$ cat src/rtl/uart_rx.sv
// Serial receiver: 2-flop input synchronizer, centre-sampling baud counter,
// parallel word output with a one-cycle valid strobe plus framing/break flags.
module uart_rx #(
  parameter int CLK_HZ       = 50_000_000,
  parameter int BIT_RATE     = 9600,
  parameter int PAYLOAD_BITS = 8,
  parameter int STOP_BITS    = 1
) (
  input  logic                    clk,
  input  logic                    resetn,
  input  logic                    uart_rxd,
  input  logic                    uart_rx_en,
  output logic                    uart_rx_busy,
  output logic                    uart_rx_valid,
  output logic [PAYLOAD_BITS-1:0] uart_rx_data,
  output logic                    uart_rx_frame_err,
  output logic                    uart_rx_break
);

  localparam int BAUD_TICKS = CLK_HZ / BIT_RATE;
  localparam int HALF       = BAUD_TICKS / 2;
  localparam int CW         = $clog2(BAUD_TICKS) + 1;
  localparam int BW         = $clog2(PAYLOAD_BITS) + 1;

  localparam logic [CW-1:0] C_HALF_M1   = CW'(HALF - 1);
  localparam logic [CW-1:0] C_BAUD_M1   = CW'(BAUD_TICKS - 1);
  localparam logic [BW-1:0] C_LAST_DATA = BW'(PAYLOAD_BITS - 1);
  localparam logic [BW-1:0] C_LAST_STOP = BW'(STOP_BITS - 1);

  typedef enum logic [1:0] {S_IDLE, S_START, S_RECV, S_STOP} state_t;

  state_t                  r_state;
  logic                    r_sync1;
  logic                    r_rxd_s;
  logic [CW-1:0]           r_baud_cnt;
  logic [BW-1:0]           r_bit_cnt;
  logic [PAYLOAD_BITS-1:0] r_shift;
  logic                    r_stop_err;
  logic                    r_stop_low;
  logic                    r_busy;
  logic                    r_valid;
  logic [PAYLOAD_BITS-1:0] r_data;
  logic                    r_frame_err;
  logic                    r_break;

  logic                    w_tick;
  logic [PAYLOAD_BITS-1:0] w_shift_next;

  assign w_tick = (r_baud_cnt == '0);

  // New bit enters at the MSB so the first (LSB) bit ends up in bit 0.
  generate
    if (PAYLOAD_BITS > 1) begin : g_shift_wide
      assign w_shift_next = {r_rxd_s, r_shift[PAYLOAD_BITS-1:1]};
    end else begin : g_shift_one
      assign w_shift_next = r_rxd_s;
    end
  endgenerate

  always_ff @(posedge clk or negedge resetn) begin
    if (!resetn) begin
      r_sync1 <= 1'b1;
      r_rxd_s <= 1'b1;
    end else begin
      r_sync1 <= uart_rxd;
      r_rxd_s <= r_sync1;
    end
  end

  always_ff @(posedge clk or negedge resetn) begin
    if (!resetn) begin
      r_state     <= S_IDLE;
      r_baud_cnt  <= '0;
      r_bit_cnt   <= '0;
      r_shift     <= '0;
      r_stop_err  <= 1'b0;
      r_stop_low  <= 1'b1;
      r_busy      <= 1'b0;
      r_valid     <= 1'b0;
      r_data      <= '0;
      r_frame_err <= 1'b0;
      r_break     <= 1'b0;
    end else begin
      r_valid     <= 1'b0;
      r_frame_err <= 1'b0;
      r_break     <= 1'b0;
      case (r_state)
        S_IDLE: begin
          if (uart_rx_en && !r_rxd_s) begin
            r_state    <= S_START;
            r_baud_cnt <= C_HALF_M1;
            r_busy     <= 1'b1;
          end
        end
        S_START: begin
          if (w_tick) begin
            if (!r_rxd_s) begin
              r_state    <= S_RECV;
              r_baud_cnt <= C_BAUD_M1;
              r_bit_cnt  <= '0;
            end else begin
              r_state <= S_IDLE;
              r_busy  <= 1'b0;
            end
          end else begin
            r_baud_cnt <= r_baud_cnt - CW'(1);
          end
        end
        S_RECV: begin
          if (w_tick) begin
            r_shift    <= w_shift_next;
            r_baud_cnt <= C_BAUD_M1;
            if (r_bit_cnt == C_LAST_DATA) begin
              r_state    <= S_STOP;
              r_bit_cnt  <= '0;
              r_stop_err <= 1'b0;
              r_stop_low <= 1'b1;
            end else begin
              r_bit_cnt <= r_bit_cnt + BW'(1);
            end
          end else begin
            r_baud_cnt <= r_baud_cnt - CW'(1);
          end
        end
        S_STOP: begin
          if (w_tick) begin
            if (r_bit_cnt == C_LAST_STOP) begin
              // Back to IDLE at the stop-bit centre so an abutting start bit is caught.
              r_state     <= S_IDLE;
              r_busy      <= 1'b0;
              r_valid     <= 1'b1;
              r_data      <= r_shift;
              r_frame_err <= r_stop_err | ~r_rxd_s;
              r_break     <= (r_shift == '0) && r_stop_low && !r_rxd_s;
            end else begin
              r_baud_cnt <= C_BAUD_M1;
              r_bit_cnt  <= r_bit_cnt + BW'(1);
              r_stop_err <= r_stop_err | ~r_rxd_s;
              r_stop_low <= r_stop_low & ~r_rxd_s;
            end
          end else begin
            r_baud_cnt <= r_baud_cnt - CW'(1);
          end
        end
        default: r_state <= S_IDLE;
      endcase
    end
  end

  assign uart_rx_busy      = r_busy;
  assign uart_rx_valid     = r_valid;
  assign uart_rx_data      = r_data;
  assign uart_rx_frame_err = r_frame_err;
  assign uart_rx_break     = r_break;

endmodule

$ cat config.mk
export PLATFORM = sky130hd
export DESIGN_NAME = uart_rx
export DESIGN_NICKNAME = d
export VERILOG_FILES = /design/src/rtl/uart_rx.sv
export SDC_FILE = /design/constraint.sdc
export NUM_CORES = 1
export LEC_CHECK = 0
export BUFFER_PORTS_ARGS = -buffer_cell sky130_fd_sc_hd__buf_2
export CORE_AREA = 5 5 94 96
export CTS_BUF_LIST = sky130_fd_sc_hd__clkbuf_8
export DETAILED_ROUTE_END_ITERATION = 8
export DIE_AREA = 0 0 99 101
export SYNTH_ARGS = -nofsm -noshare
export SYNTH_HDL_FRONTEND = slang
export SYNTH_SLANG_ARGS = --single-unit
$ cat constraint.sdc
create_clock -name clk -period 2.95 [get_ports clk]
set_clock_uncertainty 0.2 [all_clocks]
set_input_delay 0.1475 -clock clk [delete_from_list [all_inputs] [get_ports clk]]
set_output_delay 0.1475 -clock clk [all_outputs]
set_load 0.005 [all_outputs]
# Yosys cells after proc, flatten, opt, wreduce, memory -nomap -nowiden
# Index checks and enable logic that the tools add are counted.
[op_classes] n_addsub=2 eq_ne=15 mux=47 bitwise=3 reduce_logical=18
[ops] cell="$mux W14" count=6
[ops] cell="$pmux W14 S4" count=1
[ops] cell="$mux W4" count=6
[ops] cell="$mux W1" count=22
[ops] cell="$ne A2 B2 Y1 const B" count=9
[ops] cell="$reduce_and A6 Y1" count=3
[ops] cell="$logic_not A14 Y1" count=1
[ops] cell="$mux W2" count=7
[ops] cell="$sub A14 B1 Y14 const B" count=1
[ops] cell="$pmux W4 S3" count=1
[ops] cell="$logic_not A8 Y1" count=1
[ops] cell="$pmux W2 S4" count=1
[ops] cell="$ne A3 B3 Y1 const B" count=2
[ops] cell="$reduce_and A3 Y1" count=2
[ops] cell="$reduce_bool A3 Y1" count=2
[ops] cell="$reduce_and A5 Y1" count=1
[ops] cell="$add A4 B1 Y4 const B" count=1
[ops] cell="$eq A2 B2 Y1 const B" count=2
[ops] cell="$eq A4 B3 Y1 const B" count=1
[ops] cell="$logic_not A4 Y1" count=1
[ops] cell="$pmux W1 S2" count=2
[ops] cell="$logic_and A1 B1 Y1" count=3
[ops] cell="$pmux W1 S3" count=1
[ops] cell="$eq A2 B1 Y1 const B" count=1
[ops] cell="other kinds (7)" count=7
[word_totals] regBits=44 in_bits=4 output_inout_bits=12

# Depth between registers and ports, before layout
[depth] word_depth=6 depth_mapped=8 depth_no_buf=6

# Worst setup path before layout
# Ideal clock, no wire load.
[synth_path] path_type="register to register" from="register r_baud_cnt[0]" to="register r_shift[0]" t_arrival_ns=1.839 t_required_ns=2.625 slack_ns=0.786 path_stages_with_launch=7 period_less_slack_ns=2.164 path_cell_list="dfrtp_1 inv_1 ha_1 nor3b_1 nand4_4 nor3b_4 mux2_2"
[synth_via] elab_chain_len=2
[synth_lines] item="from (decl)" line_no="35" rtl="logic [CW-1:0] r_baud_cnt;"
[synth_lines] item="from (signal assigned)" line_no="106" rtl="r_baud_cnt <= r_baud_cnt - CW'(1);"
[synth_lines] item="from (signal assigned)" line_no="122" rtl="r_baud_cnt <= r_baud_cnt - CW'(1);"
[synth_lines] item="from (signal assigned)" line_no="142" rtl="r_baud_cnt <= r_baud_cnt - CW'(1);"
[synth_lines] item="$logic_not A14 Y1" line_no="49" rtl="assign w_tick = (r_baud_cnt == '0);"
[synth_lines] item="$reduce_and A2 Y1 (no line)"
[synth_lines] item="to (signal assigned)" line_no="111" rtl="r_shift <= w_shift_next;"
[synth_lines] item="to (decl)" line_no="37" rtl="logic [PAYLOAD_BITS-1:0] r_shift;"
# No other way between the ends.
# A chain may end at the register's enable or synchronous reset.

# Final worst setup path
[layout_path] from="register r_baud_cnt[0]" to="register r_shift[1]"
# The elaborated chain is that of the path after synthesis.

==> metrics.cfg <==
[drt]
via_count=1658
drc_errors=0
dr.first_iter.drc_count=60
routed_wl_um=4740
vias_per_cell=4.98
routedWlPerCell_um=14.2
drt_first_pass_iters=4
postRouteAntennaNets=0

[floorplan]
initial_core_util_pct=29.1
coreArea_um2=7970
die_w_um=99
die_height_um=101
io_pins=16
dieArea_um2=10000
rows=33

[place]
gp_congestion=0.845
numPortBuffers=15
place_hpwl_um=3360
place_ws_ns=0.569

[timing]
hold_violations=0
min_period_ns=2.40
setup_ws_ns=0.551
maxSlewViolCount=0
rsz0062_at_grt=false
tns_ns=0
worst_pin_slew_ns=0.963
setup_viol=0
relSlewSlack_pct=35.8
max_freq_mhz=417
post-route-period-util_pct=81.3

[cells_and_area]
drive_gt1_share_pct=26.3
fillers=805
fin_nets=234
n_antenna_cell=0
area_growth_pct=12.3
final-seq-area_um2=1100
final_core_util_pct=32.6
multi_input_area_um2=1110

[hold_path]
hp-start=uart_rx_en
min_path_type=in -> reg
min_path_cells=4

[synth]
yosys_warnings=0
synth.most_common_cell=dfrtp_1
synth_top_area_cell=dfrtp_1
syn_nets=215
synth_edf_count=0
synth.area.top_cells=dfrtp_1 44%, mux2_2 7.8%, dfstp_2 3.4%, nor2_1 2.4%, a21oi_1 2.2%
synth.distinct_cells=57
synthFlopType=dfrtp_1
ys_seq_area_share_pct=47.7
synthCells=208
synth_top_cells_by_count=41 x dfrtp_1, 16 x mux2_2, 15 x nor2_1
netlist_area_um2=2320
synth-seq-cells=44
synth_top_area_share_pct=44.3
ys_async_sr_fraction_pct=100
avgSynthCellArea_um2=11.1

[worst_setup_path]
start_kind=register
critPathLaunch=r_baud_cnt[0]
reg2reg_from=r_baud_cnt[0]
required_ns=2.93
crit_arrival_ns=2.38
reg2reg_depth=6
crit_type=reg -> reg
cp_max_fo=8
crit_path_end_kind=register

[clock_tree]
htreeDepth=2
cts_setup_buffers=0
clock_path_buffers=2
cts.sinks=44
cts_buffers=5
cts-root-buf=clkbuf_8
clkLatencyLatePin_ns=0.30
path_clk_slew_ns=0.08
cts_tree=yes

[pwr]
power_density_nw_per_um2=574
p_leak_nw=1.19
ir_worst_vdd_mv=0.152

[global_route]
grt_pass1_wl_um=8270
antenna_found_initial=0
grt_max_degree=45
grt_pass1_vias=1656
track_usage_pct=10.2
grt-ovfl-total=0

[flow_run]
max-cap-violations=0

[run_status]
outcome=finished, final reports clean

==> worst max-delay path, cell delays in order (launching register included) <==
cell and delay [ns]:
dfrtp_1 0.41, inv_1 0.07, ha_1 0.21, nor3b_1 0.38, nand4_4 0.18, nor3b_4 0.44
mux2_2 0.39
==> sequential cells by signal, summed over array words and instances (netlist names), named ones only <==
register / cells
r_shift: 8
r_stop_err: 1
uart_rx_break: 1
r_stop_low: 1
r_baud_cnt: 14
r_state: 1
uart_rx_valid: 1
r_rxd_s: 1
uart_rx_data: 8
r_bit_cnt: 4
uart_rx_busy: 1
r_sync1: 1
uart_rx_frame_err: 1
==> final timing paths <==
| kind | slack, ns | to |
|---|---|---|
| max | 0.55 | r_shift[1] |
| min | 0.05 | r_baud_cnt[12] |
| max reg2reg | 0.55 | r_shift[1] |
| min reg2reg | 0.16 | r_rxd_s |
| max in group asynchronous | 1.61 | async pin |
| min in group asynchronous | 0.34 | r_baud_cnt[3] |
==> layer usage <==
| layer | routed length, um | share of wire [%] | global-route usage (%) |
|---|---|---|---|
| met1 | 2310 | 49 | 13.4 |
| met2 | 2220 | 47 | 15.8 |
| met3 | 135 | 2.8 | 2.42 |
| met4 | 80 | 1.7 | 4.94 |
| met5 | 0 | 0 | 0 |
==> cells by family (layout without fill, tap and decap cells) <==
group                    after synthesis  after routing  synth area share (%)
AND/OR/NAND/NOR                       73             73                  21.5
AO/OA/AOI/OAI                         47             47                  15.0
flip-flops                            44             44                  47.7
multiplexers                          20             20                  9.50
buffers and inverters                 20             40                  4.27
adder cells (fa/ha/maj)                3              3                  1.62
XOR/XNOR                               1              1                 0.378
==> power breakdown <==
group	total, mW	switching (mW)	internal [mW]	leakage, nW
clock	0.366	0.203	0.162	0.0453
sequential	0.803	0.126	0.677	0.569
combinational	0.323	0.170	0.153	0.579
==> layout make-up <==
type / instances / area share [%]
Sequential cell: 44 / 42.5
Clock inverter: 3 / 0.625
Multi-Input combinational cell: 144 / 42.8
Timing Repair Buffer: 21 / 4.81
Clock buffer: 5 / 2.65
Inverter: 11 / 1.59
Tap cell: 105 / 5.05
==> per-stage QoR <==
stage                     area, um2  hold WS (ns)  total power [mW]  instances
after detailed placement       2500        0.0641              1.13        323
after floorplan                2320        -0.348              1.04        208
final                          2600        0.0475              1.49        333
after global routing           2600         0.109              1.59        333
after CTS                      2600        0.0572              1.51        333
after global placement         2500        0.0662              1.13        323
==> placed cells by master (no fill, tap or decap), types with 3 or more instances in the layout <==
master and count:
ha_1 3, dfrtp_1 41, buf_4 4, nor4b_1 3, nor4_1 3, nand2_1 10
mux2_2 16, nor2_1 15, inv_1 12, o21ai_0 6, clkbuf_8 5, buf_2 15
nand3_1 9, nand3b_1 3, mux2i_1 4, nand4_1 6, or3b_2 3, a21oi_1 10
dfstp_2 3, o31ai_1 4, nor3_1 3
==> repair_timing <==
action | in CTS | in global routing
hold buffers | 2 | 0
resized for setup | 0 | 0
hold endpoints to repair | 42 | 0
Power figures use the tool's default switching activity.
